### src/rtl/rcn_pkg.sv
// Shared RCN ring definitions: 69-bit slot layout and the address-window hit helper.
package rcn_pkg;

  localparam int RCN_W        = 69;
  localparam int RCN_VALID    = 68;
  localparam int RCN_PENDING  = 67;
  localparam int RCN_WR       = 66;
  localparam int RCN_ID_LSB   = 60;
  localparam int RCN_ID_W     = 6;
  localparam int RCN_MASK_LSB = 56;
  localparam int RCN_MASK_W   = 4;
  localparam int RCN_ADDR_LSB = 34;
  localparam int RCN_ADDR_W   = 22;
  localparam int RCN_SEQ_LSB  = 32;
  localparam int RCN_SEQ_W    = 2;
  localparam int RCN_DATA_LSB = 0;
  localparam int RCN_DATA_W   = 32;

  // A slot is a hit when it is a live request whose byte address lands in the window.
  function automatic logic rcn_hit(input logic [RCN_W-1:0] slot,
                                   input logic [23:0]      win_mask,
                                   input logic [23:0]      win_base);
    logic [23:0] byte_addr;
    byte_addr = {slot[RCN_ADDR_LSB +: RCN_ADDR_W], 2'b00};
    return slot[RCN_VALID] & slot[RCN_PENDING] & ((byte_addr & win_mask) == win_base);
  endfunction

endpackage

### src/rtl/rcn_sram_slave.sv
// RCN ring responder: claims in-window requests, performs one SRAM access and
// returns the response in the same slot two cycles later.
module rcn_sram_slave
  import rcn_pkg::*;
#(
  parameter logic [23:0] ADDR_MASK = 24'hFF0000,
  parameter logic [23:0] ADDR_BASE = 24'h010000
) (
  input  logic              clk,
  input  logic              rst,
  input  logic [RCN_W-1:0]  rcn_in,
  output logic [RCN_W-1:0]  rcn_out,
  output logic              cs,
  output logic              wr,
  output logic [23:0]       addr,
  output logic [3:0]        mask,
  output logic [31:0]       wdata,
  input  logic [31:0]       rdata,
  input  logic              rdy,
  output logic [15:0]       retry_cnt
);

  logic [RCN_W-1:0] rin_r;
  logic [RCN_W-1:0] rout_r;
  logic             rd_resp_r;
  logic [15:0]      retry_cnt_r;

  logic             hit_s;
  logic             claim_s;
  logic             defer_s;
  logic [RCN_W-1:0] rout_next_s;

  // Per-slot decision: claim on hit with rdy, otherwise defer or pass through.
  always_comb begin
    hit_s       = rcn_hit(rin_r, ADDR_MASK, ADDR_BASE);
    claim_s     = hit_s & rdy;
    defer_s     = hit_s & ~rdy;
    rout_next_s = rin_r;
    if (claim_s) begin
      rout_next_s[RCN_PENDING] = 1'b0;
    end else begin
      rout_next_s[RCN_PENDING] = rin_r[RCN_PENDING];
    end
  end

  // Memory port is driven straight from stage A so the access lands at N+1.
  assign cs    = claim_s;
  assign wr    = rin_r[RCN_WR];
  assign addr  = {rin_r[RCN_ADDR_LSB +: RCN_ADDR_W], 2'b00};
  assign mask  = rin_r[RCN_MASK_LSB +: RCN_MASK_W];
  assign wdata = rin_r[RCN_DATA_LSB +: RCN_DATA_W];

  // Stage A: capture the incoming ring slot.
  always_ff @(posedge clk or posedge rst) begin
    if (rst) begin
      rin_r <= {RCN_W{1'b0}};
    end else begin
      rin_r <= rcn_in;
    end
  end

  // Stage B: slot with claim applied, plus flag to splice read data in.
  always_ff @(posedge clk or posedge rst) begin
    if (rst) begin
      rout_r    <= {RCN_W{1'b0}};
      rd_resp_r <= 1'b0;
    end else begin
      rout_r    <= rout_next_s;
      rd_resp_r <= claim_s & ~rin_r[RCN_WR];
    end
  end

  // Saturating count of requests bounced because the memory was not ready.
  always_ff @(posedge clk or posedge rst) begin
    if (rst) begin
      retry_cnt_r <= 16'h0000;
    end else if (defer_s && (retry_cnt_r != 16'hFFFF)) begin
      retry_cnt_r <= retry_cnt_r + 16'h0001;
    end else begin
      retry_cnt_r <= retry_cnt_r;
    end
  end

  // Read data arrives one cycle after cs, so it is merged combinationally here.
  always_comb begin
    if (rd_resp_r) begin
      rcn_out = {rout_r[RCN_W-1:RCN_SEQ_LSB], rdata};
    end else begin
      rcn_out = rout_r;
    end
  end

  assign retry_cnt = retry_cnt_r;

endmodule

### config.mk
export PLATFORM = sky130hd
export DESIGN_NAME = rcn_sram_slave
export DESIGN_NICKNAME = d
export VERILOG_FILES = /design/src/rtl/rcn_pkg.sv /design/src/rtl/rcn_sram_slave.sv
export SDC_FILE = /design/constraint.sdc
export NUM_CORES = 1
export LEC_CHECK = 0
export CELL_PAD_IN_SITES_DETAIL_PLACEMENT = 0
export CELL_PAD_IN_SITES_GLOBAL_PLACEMENT = 1
export CORE_MARGIN = 3
export CORE_UTILIZATION = 32
export DETAILED_ROUTE_END_ITERATION = 8
export PLACE_DENSITY = 0.8
export SYNTH_ARGS = -nofsm -noshare
export SYNTH_HDL_FRONTEND = slang
export SYNTH_SLANG_ARGS = --single-unit
### constraint.sdc
create_clock -name clk -period 8.5 [get_ports clk]
set_input_delay 2.55 -clock clk [delete_from_list [all_inputs] [get_ports clk]]
set_output_delay 2.55 -clock clk [all_outputs]
set_load 0.005 [all_outputs]
==> key figures, run 1 <==
Global routing
  • Gr usage total: 12.80%
  • M1 GR Usage: 13.54%
  • First-pass GRT wire length: 18,050 um
  • GR Layer Usage met3: 6.140%
  • Global route overflow: 0
  • Initial antenna violation count: 0
  • Gr busiest metal: met2
  • Vias in the first global route: 3,342
  • M2 GR Usage: 22.37%
  • Largest net degree at the start of global routing: 100

Clocking
  • Number of CTS-inserted buffers: 17
  • Resized Gates After CTS: 0
  • Bufs on Longest Clock Path: 2
  • CTS sink cnt: 155
  • # Post-CTS Setup Buffers: 0
  • Hold_buf cts: 0
  • H-tree levels: 4
  • CTS tree: done
  • Clock Pin Slew Worst Setup and Hold Paths: 0.06 ns
  • Clock latency on the worst-skew pair: 0.41 ns
  • Clk root buf: clkbuf_16

Place
  • Port Buffers: 248
  • Detail Placement HPWL: 8861 um
  • Routability Congestion: 0.7567

STA
  • Period utilisation layout: 74.53%
  • RSZ-0062 raised after global routing: no
  • Tmin final: 6.335 ns
  • Final hold violations: 0
  • Clock skew: 0.007180 ns
  • Max Clk Rate: 0.1579 GHz
  • Max-slew headroom: 42.46%
  • Max Transition Viols Final: 0
  • Slew @ Worst Pin: 0.8553 ns
  • Final setup vio count: 0
  • Setup TNS: 0 ns

Status
  • Outcome: finished, final reports clean

Worst setup path
  • Most used cell, CP: clkdlybuf4s50_1
  • Worst EP arrival: 3.79 ns
  • CP max stage delay: 0.50 ns
  • CP max-delay cell: clkdlybuf4s50_1
  • FF-to-FF path depth: 6
  • Setup CP Type: primary input to output port
  • Critical Path, Cell by Cell: clkdlybuf4s50_1, nand4_1, inv_1, clkdlybuf4s50_1
  • Worst r2r src: retry_cnt[0]
  • Reg-to-reg slack, setup: 6.19 ns
  • Worst R2R End: retry_cnt[1]
  • Startpoint types: primary input
  • Worst Path Max Fanout: 3
  • Worst path required time: 5.95 ns
  • Nature of the critical path endpoint: output port

Route
  • Via density: 4.105
  • DR pass1 iterations: 4
  • Initial DRC count: 50
  • Drt drc: 0
  • Antenna viol nets, final: 0
  • Via count: 3,099
  • Total wire length: 11,970 um
  • Per-cell routed wire length: 15.85 um

Floorplanning
  • Die width: 136.9 um
  • Die Y: 136.9 um
  • Rows: 47
  • Initial Utilization: 32.92%
  • Die area: 18,730 sq um
  • IO Pins: 251
  • Core area: 16,640 sq um

Cells and area
  • Share of layout cells above drive strength 1: 13.64%
  • Area growth syn-to-layout: 47.73%
  • # fillers: 1,453
  • Antenna diode count: 0
  • Leading cell type in the layout, fill and taps excluded: clkdlybuf4s50_1
  • Final core occ: 48.64%
  • Most frequent cells in the layout: clkdlybuf4s50_1, dfrtp_1, mux2_2, clkbuf_16, xor2_1
  • Nets: 627

Power and ir drop
  • Static leakage: 3.476 nW
  • Max rail drop VDD: 0.1247 mV
  • Pwr dens: 206.0 nW/um^2

Synthesis
  • Post-synth cell types: 29
  • Main synth FF type: dfrtp_1
  • Cells after Synth: 354
  • Yosys warns: 0
  • Register area share after synthesis: 70.79%
  • FFs w/ async S/R, synth: 100.0%
  • Synth Register Bits: 155
  • EDFF count, synth: 0
  • Synthesized area: 5479 sq um
  • Syn Area/Cell: 15.48 sq um

Min path
  • HP Start: rin_r[33]
  • Hold Path Sink: rout_r[33]
  • Hold depth: 0
  • HP Class: register to register

Flow run
  • Max-capacitance violation count: 0
==> layout make-up <==
| type | count | area [sq um] | share of cell area, % |
|---|---|---|---|
| clock buffer | 20 | 446.7 | 5.519 |
| clock inverter | 12 | 138.9 | 1.716 |
| timing repair buffer | 251 | 2505 | 30.95 |
| multi-input combinational | 95 | 837.1 | 10.34 |
| sequential | 155 | 3879 | 47.92 |
| inverter | 2 | 12.51 | 0.1546 |
| tap | 220 | 275.3 | 3.401 |
==> sequential cells by signal (all words and copies together), names as in the netlist <==
signal	cells
rin_r	69
rd_resp_r	1
retry_cnt	16
rout_r	69
==> cell usage after synthesis, types with 3 or more instances <==
cell type	count	area, sq um
nand2_1	4	15.01
mux2_2	33	371.6
nand3_1	7	35.03
dfrtp_1	155	3879
nor4_2	3	37.54
nand4_1	6	37.54
xor2_1	14	122.6
buf_1	3	11.26
buf_4	97	728.2
nor3_1	6	30.03
nor2_1	4	15.01
==> critical path: cells and delay by family <==
kind                   cells  cell delay, ns
buffers and inverters      3            1.10
and+or+nand+nor            1            0.14
==> kinds of logic after synthesis <==
group	after synthesis	synth area share, %
flops	155	70.79
simple gates	43	5.595
compound gates	1	0.1371
xor+xnor	15	2.398
mux	33	6.782
other cells	1	0.06844
fa+ha+maj	1	0.2283
buf+inv	105	14.00
==> power breakdown <==
group	internal [mW]	total [mW]	switching (mW)
registers	0.771	0.785	0.0142
clock network	0.444	0.742	0.297
logic	0.0987	0.140	0.0412
total	1.31	1.67	0.353
==> worst max-delay path by stage <==
| stage | startpoint | cells after the start | endpoint | slack (ns) |
|---|---|---|---|---|
| after global placement | rdy | 4 | cs | 2.19 |
| after global routing | rdy | 4 | cs | 2.10 |
| after CTS | rdy | 4 | cs | 2.15 |
| final | rdy | 4 | cs | 2.16 |
| after detailed placement | rdy | 4 | cs | 2.15 |
| after floorplan | rst | 1 | rd_resp_r | 1.77 |
==> stage by stage <==
step	power, mW	hold WS, ns	worst slack, ns	instances	area (sq um)
2_1_floorplan	0.8519	0.3312	1.772	355	5483
3_3_place_gp	0.9391	0.3316	2.188	723	7508
3_5_place_dp	0.9421	0.3378	2.155	723	7508
4_1_cts	1.697	0.3468	2.149	755	8094
5_1_grt	1.737	0.3495	2.097	755	8094
6_report	1.667	0.3438	2.165	755	8094
==> layer usage <==
layer / share of wire [%] / vias to the layer above
li1: - / 1417
met3: 11 / 8
met2: 52 / 145
met5: 0 / -
met4: 0.85 / 0
met1: 36 / 1529
Power figures use the tool's default switching activity.
==> inputs of run 2 (changes only) <==
==> constraint.sdc (replaced) <==
create_clock -name clk -period 6.25 [get_ports clk]
set_input_delay 1.875 -clock clk [delete_from_list [all_inputs] [get_ports clk]]
set_output_delay 1.875 -clock clk [all_outputs]
set_load 0.005 [all_outputs]
==> key figures, run 2 (same netlist as run 1, synthesis figures left out) <==
Status
  • Outcome: finished, final reports clean

Clocking
  • Number of CTS-inserted buffers: 17 (unchanged)
  • Hold_buf cts: 0 (unchanged)
  • # Post-CTS Setup Buffers: 0 (unchanged)
  • Clock Pin Slew Worst Setup and Hold Paths: 0.07 ns (about the same)
  • Clk root buf: clkbuf_16
  • H-tree levels: 4 (unchanged)
  • CTS tree: done
  • Bufs on Longest Clock Path: 2 (unchanged)
  • CTS sink cnt: 155 (unchanged)
  • Resized Gates After CTS: 0 (unchanged)
  • Clock latency on the worst-skew pair: 0.42 ns (about the same)

Place
  • DP Area: 7516 sq um (+0.10%)
  • Detail Placement HPWL: 9069 um (+2.3%)
  • Port Buffers: 248 (unchanged)
  • DP Worst Slack: 1.293 ns (-0.8615 ns)
  • Routability Congestion: 0.7464 (-1.4%)

Cells and area
  • Area growth syn-to-layout: 47.91%
  • Nets: 628 (+0.16%)
  • # fillers: 1,429 (-1.7%)
  • Final core occ: 48.70% (+0.060 points)
  • Antenna diode count: 0 (unchanged)
  • Final instance area: 8104 sq um (+0.12%)
  • Leading cell type in the layout, fill and taps excluded: clkdlybuf4s50_1
  • Share of layout cells above drive strength 1: 13.99% (+0.35 points)
  • Most frequent cells in the layout: clkdlybuf4s50_1, dfrtp_1, mux2_2, clkbuf_16, xor2_1

STA
  • Final setup margin: 1.290 ns (-0.8751 ns)
  • Clock skew: 0.008741 ns (+0.001561 ns)
  • Setup TNS: 0 ns (unchanged)
  • Max Transition Viols Final: 0 (unchanged)
  • Final hold violations: 0 (unchanged)
  • Tmin final: 4.960 ns
  • RSZ-0062 raised after global routing: no
  • Final setup vio count: 0 (unchanged)
  • Period utilisation layout: 79.36%
  • Max-slew headroom: 40.83% (-1.6 points)
  • Slew @ Worst Pin: 0.8795 ns (+0.02425 ns)
  • Max Clk Rate: 0.2016 GHz
  • Hold WS: 0.3434 ns (-0.0003940 ns)

Worst setup path
  • Reg-to-reg slack, setup: 3.91 ns (-2.28 ns)
  • Worst r2r src: retry_cnt[0]
  • Worst Path Max Fanout: 3 (unchanged)
  • Worst EP arrival: 3.09 ns (-0.70 ns)
  • Crit path from: rdy
  • FF-to-FF path depth: 6 (unchanged)
  • Startpoint types: primary input
  • Worst R2R End: retry_cnt[1]
  • Worst path required time: 4.38 ns (-1.57 ns)
  • Setup CP Type: primary input to output port
  • Nature of the critical path endpoint: output port
  • CP endpoint: cs

Min path
  • HP Class: register to register

Global routing
  • Gr usage total: 13.04% (+0.23 points)
  • Global route overflow: 0 (unchanged)
  • Initial antenna violation count: 0 (unchanged)
  • Vias in the first global route: 3,324 (-0.54%)
  • First-pass GRT wire length: 18,170 um (+0.65%)
  • Largest net degree at the start of global routing: 70 (-30%)

Route
  • Via count: 3,103 (+0.13%)
  • Routed length on met2: 6329 um (+0.99%)
  • WL met3: 1265 um (+0.40%)
  • DR pass1 iterations: 4 (unchanged)
  • Via density: 4.104 (about the same)
  • Max Used Layer: met4
  • Wl on met1: 4337 um (about the same)
  • Drt drc: 0 (unchanged)
  • Initial DRC count: 82 (+64%)
  • Antenna viol nets, final: 0 (unchanged)
  • Per-cell routed wire length: 16.08 um (+1.4%)
  • Total wire length: 12,160 um (+1.5%)

Flow run
  • Max-capacitance violation count: 0 (unchanged)

Floorplanning
  • Rows: 47 (unchanged)
  • Die width: 136.9 um (unchanged)
  • Core area: 16,640 sq um (unchanged)
  • Die Y: 136.9 um (unchanged)
  • Die area: 18,730 sq um (unchanged)
  • Initial Utilization: 32.92% (unchanged)
  • IO Pins: 251 (unchanged)

Power and ir drop
  • Static leakage: 3.473 nW (-0.11%)
  • Max rail drop VDD: 0.1707 mV (+37%)
  • Pwr dens: 281.5 nW/um^2 (+37%)
run 2: cell types whose count changed in the layout (fill, tap and decap cells not counted):
cell	change
clkinv_2	-1
inv_6	+3
inv_8	+1
clkinv_4	-4
clkbuf_8	-1
clkinvlp_4	+3
clkbuf_1	-1
buf_4	+1
run 2: area by class of cell:
class,instances,area [sq um],area share (%)
Clock inverter,14,158.9,1.961
Sequential cell,155,3879,47.86
Timing Repair Buffer,252,2512,31.00
Tap cell,220,275.3,3.397
Multi-Input combinational cell,95,837.1,10.33
Clock buffer,18,429.2,5.296
Inverter,2,12.51,0.1544
run 2: worst min-delay path by stage:
stage	cells past startpoint	from	endpoint
2_1_floorplan	0	rin_r[32]	rout_r[32]
3_3_place_gp	0	rin_r[65]	rout_r[65]
3_5_place_dp	0	rin_r[60]	rout_r[60]
4_1_cts	0	rin_r[33]	rout_r[33]
5_1_grt	0	rin_r[33]	rout_r[33]
6_report	0	rin_r[33]	rout_r[33]
run 2: per-layer routing:
layer	GRT usage [%]	up-vias
met4	4.989	0
met5	0	-
li1	-	1408
met3	6.471	17
met2	22.75	158
met1	13.42	1520
run 2: power breakdown:
group          total, mW  switching [mW]  internal, mW
Combinational      0.191          0.0559         0.135
Clock               1.02           0.424         0.598
Sequential          1.07          0.0197          1.05
run 2: metrics by stage:
| stage | total power [mW] | cells |
|---|---|---|
| 2_1_floorplan | 1.159 | 355 |
| 3_3_place_gp | 1.278 | 724 |
| 3_5_place_dp | 1.283 | 724 |
| 4_1_cts | 2.324 | 756 |
| 5_1_grt | 2.385 | 756 |
| 6_report | 2.282 | 756 |
run 2: critical path: stages:
cell and delay, ns:
clkdlybuf4s50_1 0.49, nand4_1 0.12, inv_1 0.09, clkdlybuf4s50_1 0.51
==> inputs of run 3 (changes only) <==
--- a/config.mk
+++ b/config.mk
@@ -8,9 +8,9 @@
 export CELL_PAD_IN_SITES_DETAIL_PLACEMENT = 0
 export CELL_PAD_IN_SITES_GLOBAL_PLACEMENT = 1
 export CORE_MARGIN = 3
-export CORE_UTILIZATION = 32
+export CORE_UTILIZATION = 29
 export DETAILED_ROUTE_END_ITERATION = 8
-export PLACE_DENSITY = 0.8
+export PLACE_DENSITY = 0.77
 export SYNTH_ARGS = -nofsm -noshare
 export SYNTH_HDL_FRONTEND = slang
 export SYNTH_SLANG_ARGS = --single-unit
==> constraint.sdc (replaced) <==
create_clock -name clk -period 4.2 [get_ports clk]
set_input_delay 1.26 -clock clk [delete_from_list [all_inputs] [get_ports clk]]
set_output_delay 1.26 -clock clk [all_outputs]
set_load 0.005 [all_outputs]
==> key figures, run 3 (same netlist as run 1, synthesis figures left out) <==
Status
  • Outcome: finished, final reports clean

Route
  • Antenna viol nets, final: 0 (unchanged)
  • Per-cell routed wire length: 16.65 um (+3.6%)
  • Initial DRC count: 71 (-13%)
  • Total wire length: 12,720 um (+4.7%)
  • Via count: 3,108 (+0.16%)
  • Drt drc: 0 (unchanged)
  • DR pass1 iterations: 3 (-1)
  • Via density: 4.068 (-0.89%)

Place
  • Port Buffers: 248 (unchanged)
  • Placed insts: 733 (+1.2%)
  • Routability Congestion: 0.7845 (+5.1%)
  • Detail Placement HPWL: 9749 um (+7.5%)
  • DP Area: 7570 sq um (+0.72%)

Cells and area
  • Leading cell type in the layout, fill and taps excluded: clkdlybuf4s50_1
  • Area growth syn-to-layout: 48.53%
  • Share of layout cells above drive strength 1: 14.21% (+0.21 points)
  • Antenna diode count: 0 (unchanged)
  • Final instance area: 8138 sq um (+0.42%)
  • Nets: 628 (unchanged)
  • Most frequent cells in the layout: clkdlybuf4s50_1, dfrtp_1, mux2_2, clkbuf_16, xor2_1
  • Cell Count, Final, Fillers Out: 764 (+1.1%)

Worst setup path
  • Critical Path, Cell by Cell: clkdlybuf4s50_1, nand4_1, inv_1, clkdlybuf4s50_1
  • CP max stage delay: 0.51 ns (about the same)
  • CP max-delay cell: clkdlybuf4s50_1
  • Buf/Inv on CP: 3 (unchanged)
  • Worst Path Max Fanout: 3 (unchanged)
  • Worst EP arrival: 2.60 ns (-0.49 ns)
  • Startpoint types: primary input
  • Cell family with most CP delay: buffers and inverters
  • Most used cell, CP: clkdlybuf4s50_1
  • Setup CP Type: primary input to output port
  • Nature of the critical path endpoint: output port
  • Worst path required time: 2.94 ns (-1.44 ns)

Min path
  • HP Class: register to register

Clocking
  • Hold_buf cts: 0 (unchanged)
  • CTS tree: done
  • CTS sink cnt: 155 (unchanged)
  • Clk root buf: clkbuf_16
  • Clock latency on the worst-skew pair: 0.41 ns (about the same)
  • # Post-CTS Setup Buffers: 0 (unchanged)
  • Number of CTS-inserted buffers: 17 (unchanged)
  • H-tree levels: 4 (unchanged)
  • Clock Pin Slew Worst Setup and Hold Paths: 0.06 ns (about the same)
  • Bufs on Longest Clock Path: 2 (unchanged)
  • Resized Gates After CTS: 0 (unchanged)

STA
  • RSZ-0062 raised after global routing: no
  • Max Clk Rate: 0.2592 GHz
  • Slew @ Worst Pin: 1.144 ns (+0.2646 ns)
  • Clock skew: 0.01037 ns (+0.001628 ns)
  • Max Transition Viols Final: 0 (unchanged)
  • Setup TNS: 0 ns (unchanged)
  • Final setup vio count: 0 (unchanged)
  • Period utilisation layout: 91.85%
  • Max-slew headroom: 23.09% (-18 points)
  • Tmin final: 3.858 ns
  • Final hold violations: 0 (unchanged)

Power and ir drop
  • Pwr dens: 408.8 nW/um^2 (+45%)
  • Max rail drop VDD: 0.2605 mV (+53%)
  • Static leakage: 3.472 nW (about the same)

Global routing
  • First-pass GRT wire length: 19,050 um (+4.9%)
  • Global route overflow: 0 (unchanged)
  • Initial antenna violation count: 0 (unchanged)
  • Largest net degree at the start of global routing: 53 (-24%)
  • Vias in the first global route: 3,369 (+1.4%)
  • Gr usage total: 12.25% (-0.79 points)

Floorplanning
  • Initial Utilization: 29.99% (-2.9 points)
  • Rows: 49 (+4.3%)
  • IO Pins: 251 (unchanged)
  • Die area: 20,580 sq um (+9.9%)
  • Core area: 18,270 sq um (+9.8%)
  • Die Y: 143.5 um (+4.8%)
  • Die width: 143.5 um (+4.8%)

Flow run
  • Max-capacitance violation count: 0 (unchanged)
-- run 3: final timing paths --
path,startpoint,to,slack (ns),depth (start not counted)
max in group asynchronous,rst,rin_r[61],2.11,3
hold / removal,rin_r[60],rout_r[60],0.35,0
min in group asynchronous,rst,rin_r[22],1.36,2
setup / recovery,rdy,cs,0.34,4
hold reg to reg,rin_r[60],rout_r[60],0.35,0
setup reg to reg,retry_cnt[0],retry_cnt[1],1.80,5
-- run 3: worst reg2reg max path, stage by stage (launching register included) --
cell and delay (ns):
dfrtp_1 0.42, ha_1 0.21, nand3_1 0.23, nor4_2 0.92, nor2_1 0.17, mux2_2 0.32
-- run 3: report_power, final --
| group | switching (mW) | internal [mW] | leakage, nW | total [mW] |
|---|---|---|---|---|
| logic | 0.0865 | 0.205 | 1.35 | 0.291 |
| clock network | 0.595 | 0.849 | 0.272 | 1.44 |
| registers | 0.0300 | 1.56 | 1.85 | 1.59 |
-- run 3: metal layers --
metal  vias to the layer above  routed length [um]  GRT usage (%)  share of wire [%]
met5                         -                   0              0                  0
met4                         0                 104          3.717               0.82
met3                         7                1293          5.591                 10
met2                       155                6432          21.19                 51
met1                      1535                4892          13.53                 38
li1                       1411                   -              -                  -
-- run 3: per-stage QoR --
stage | setup WS [ns] | power, mW | hold WS (ns) | util (%)
2_1_floorplan | 0.9811 | 1.724 | 0.3312 | -
3_3_place_gp | 0.2872 | 1.912 | 0.3320 | 41.43
3_5_place_dp | 0.2894 | 1.918 | 0.3364 | 41.43
4_1_cts | 0.2894 | 3.390 | 0.3513 | 44.54
5_1_grt | 0.2247 | 3.485 | 0.3657 | 44.54
6_report | 0.3424 | 3.326 | 0.3476 | 44.54
-- run 3: cell type report --
| type | instances | area [sq um] |
|---|---|---|
| Multi-Input combinational cell | 95 | 843.3 |
| Sequential cell | 155 | 3879 |
| Inverter | 2 | 11.26 |
| Timing Repair Buffer | 252 | 2550 |
| Clock inverter | 12 | 115.1 |
| Fill cell | 1638 | 10130 |
| Clock buffer | 19 | 452.9 |
| Tap cell | 229 | 286.5 |
==> patch: new RTL, flow settings as in run 3 <==
Reset style: synchronous (`rst`), changed in 3 clocked blocks.
--- a/src/rtl/rcn_sram_slave.sv
+++ b/src/rtl/rcn_sram_slave.sv
@@ -51,7 +51,7 @@
   assign wdata = rin_r[RCN_DATA_LSB +: RCN_DATA_W];
 
   // Stage A: capture the incoming ring slot.
-  always_ff @(posedge clk or posedge rst) begin
+  always_ff @(posedge clk) begin
     if (rst) begin
       rin_r <= {RCN_W{1'b0}};
     end else begin
@@ -60,7 +60,7 @@
   end
 
   // Stage B: slot with claim applied, plus flag to splice read data in.
-  always_ff @(posedge clk or posedge rst) begin
+  always_ff @(posedge clk) begin
     if (rst) begin
       rout_r    <= {RCN_W{1'b0}};
       rd_resp_r <= 1'b0;
@@ -71,7 +71,7 @@
   end
 
   // Saturating count of requests bounced because the memory was not ready.
-  always_ff @(posedge clk or posedge rst) begin
+  always_ff @(posedge clk) begin
     if (rst) begin
       retry_cnt_r <= 16'h0000;
     end else if (defer_s && (retry_cnt_r != 16'hFFFF)) begin
Check against the original RTL: differs if rst is asserted again (counterexample within 4 cycles, from zero or initial values and one cycle with rst high); with rst held inactive, the same outputs for 10 cycles.
==> patch against run 3 <==
Worst setup slack gained 110 ps. Sequential cell count unchanged. Global-route usage up 0.70 points. Synthesized cell count up 52%. Register-to-register slack gained 110 ps. Synthesized area is 6.6% higher. Power is 5.5% higher. Clock power grew 15%. Routed wire length increased by 13%. Design area is 4.3% higher. Fmax is 2.9% higher. Critical path type unchanged.
==> patch: results (changes against run 3) <==
logic_synthesis:
  syn_inst: 537  # +52%
  synthTopCellsByArea: "dfxtp_1 (53%), nor2b_1 (15%), buf_4 (12%)"
  synth-adder-area-share_pct: 0.2143  # -0.014 points
  synth.mux.area_fraction_pct: 7.330  # +0.55 points
  synth.top_cells.by_count: "dfxtp_1 (155), nor2b_1 (143), buf_4 (97)"
  synth_cell_type_count: 33  # +14%
  synthXorXnorAreaFrac_pct: 0  # -2.4 points
  synth-compound-area-share_pct: 2.015  # +1.9 points
  yosysSeqAreaShare_pct: 53.15  # -18 points
  async_flop_share_pct: 0  # -100 points
global_route:
  antenna_found_initial: 0  # unchanged
  grt_use_total_pct: 12.94  # +0.70 points
  grt_pass1_wl_mm: 22.33  # +17%
  grt_pass1_vias: 4052  # +20%
  grt_max_degree: 95  # +79%
setup_path:
  max_stage_delay_ps: 510  # about the same
  crit-reg2reg-launch: "retry_cnt[0]"
  reg2reg_to: "retry_cnt[11]"
  crit_path_start: "rdy"
  worstPathArrival_ps: 2490  # -110 ps
  r2r_setup_slack_ps: 1910  # +110 ps
  reg2reg_depth: 5  # unchanged
  path_delay_family: "buffers and inverters"
  worstSetupEndpoint: "cs"
cts:
  h-tree-depth: 4  # unchanged
  cts_buffer_depth: 2  # unchanged
  numCtsBuffers: 17  # unchanged
routing:
  firstDrtPassIters: 5  # +2
  vias: 3931  # +26%
  drtIter0Drc: 126  # +77%
  routed_wl_mm: 14.42  # +13%
placed_design:
  dpl.cell_count: 932  # +27%
  placed_area_um2: 7845  # +3.6%
  dp_hpwl_mm: 10.83  # +11%
  pre_cts_slack_ps: 453.5  # +164.1 ps
  gp_congestion: 0.8063  # +2.8%
worst_hold_path:
  whs_path_depth: 1  # +1
  min_to: "rout_r[33]"
  hold_path.class: "flip-flop to flip-flop"
  hold_path_startpoint: "rin_r[33]"
timing:
  post-route-period-util_pct: 89.27  # -2.6 points
  tns_ps: 0  # unchanged
  tightest_slew_ps: 1033  # -111.1 ps
  fin_skew_ps: 5.900  # -4.469 ps
finish:
  final_nets: 791  # +26%
  final_cells: 964  # +26%
  fillCellCount: 1849  # +13%
  drive_gt1_share_pct: 11.30  # -2.9 points
  diodes: 0  # unchanged
outcome:
  status: "finished, final reports clean"
pwr:
  irDropWorstVdd_mv: 0.2547  # -2.3%
  p_leak_nw: 3.212  # -7.5%
-- patch: metal layers --
layer  share of wire, %  track usage [%]  vias up
met5                  0                0        -
li1                   -                -     1946
met3                5.9            3.679       13
met1                 42            15.65     1826
met2                 51            22.23      146
met4                1.5            4.296        0
-- patch: final cells by class --
type | instances | area [µm²] | area share, %
clock buffers | 18 | 439.2 | 5.173
clock inverters | 14 | 205.2 | 2.417
inverters | 3 | 11.26 | 0.1326
multi-input cells | 260 | 1898 | 22.36
flip-flops and latches | 155 | 3104 | 36.57
well taps | 265 | 331.6 | 3.906
repair buffers | 249 | 2500 | 29.45
-- patch: metrics by stage --
step	total power [mW]	hold slack, ps
after floorplan	1.724	413.8
after global placement	1.891	415.0
after detailed placement	1.897	421.8
after CTS	3.570	437.2
after global routing	3.664	458.5
final	3.511	435.8
-- patch: where the power goes --
part           switching [mW]  total [mW]  internal (mW)
Sequential             0.0259        1.56           1.53
Clock                   0.625        1.65           1.03
Combinational          0.0860       0.302          0.216
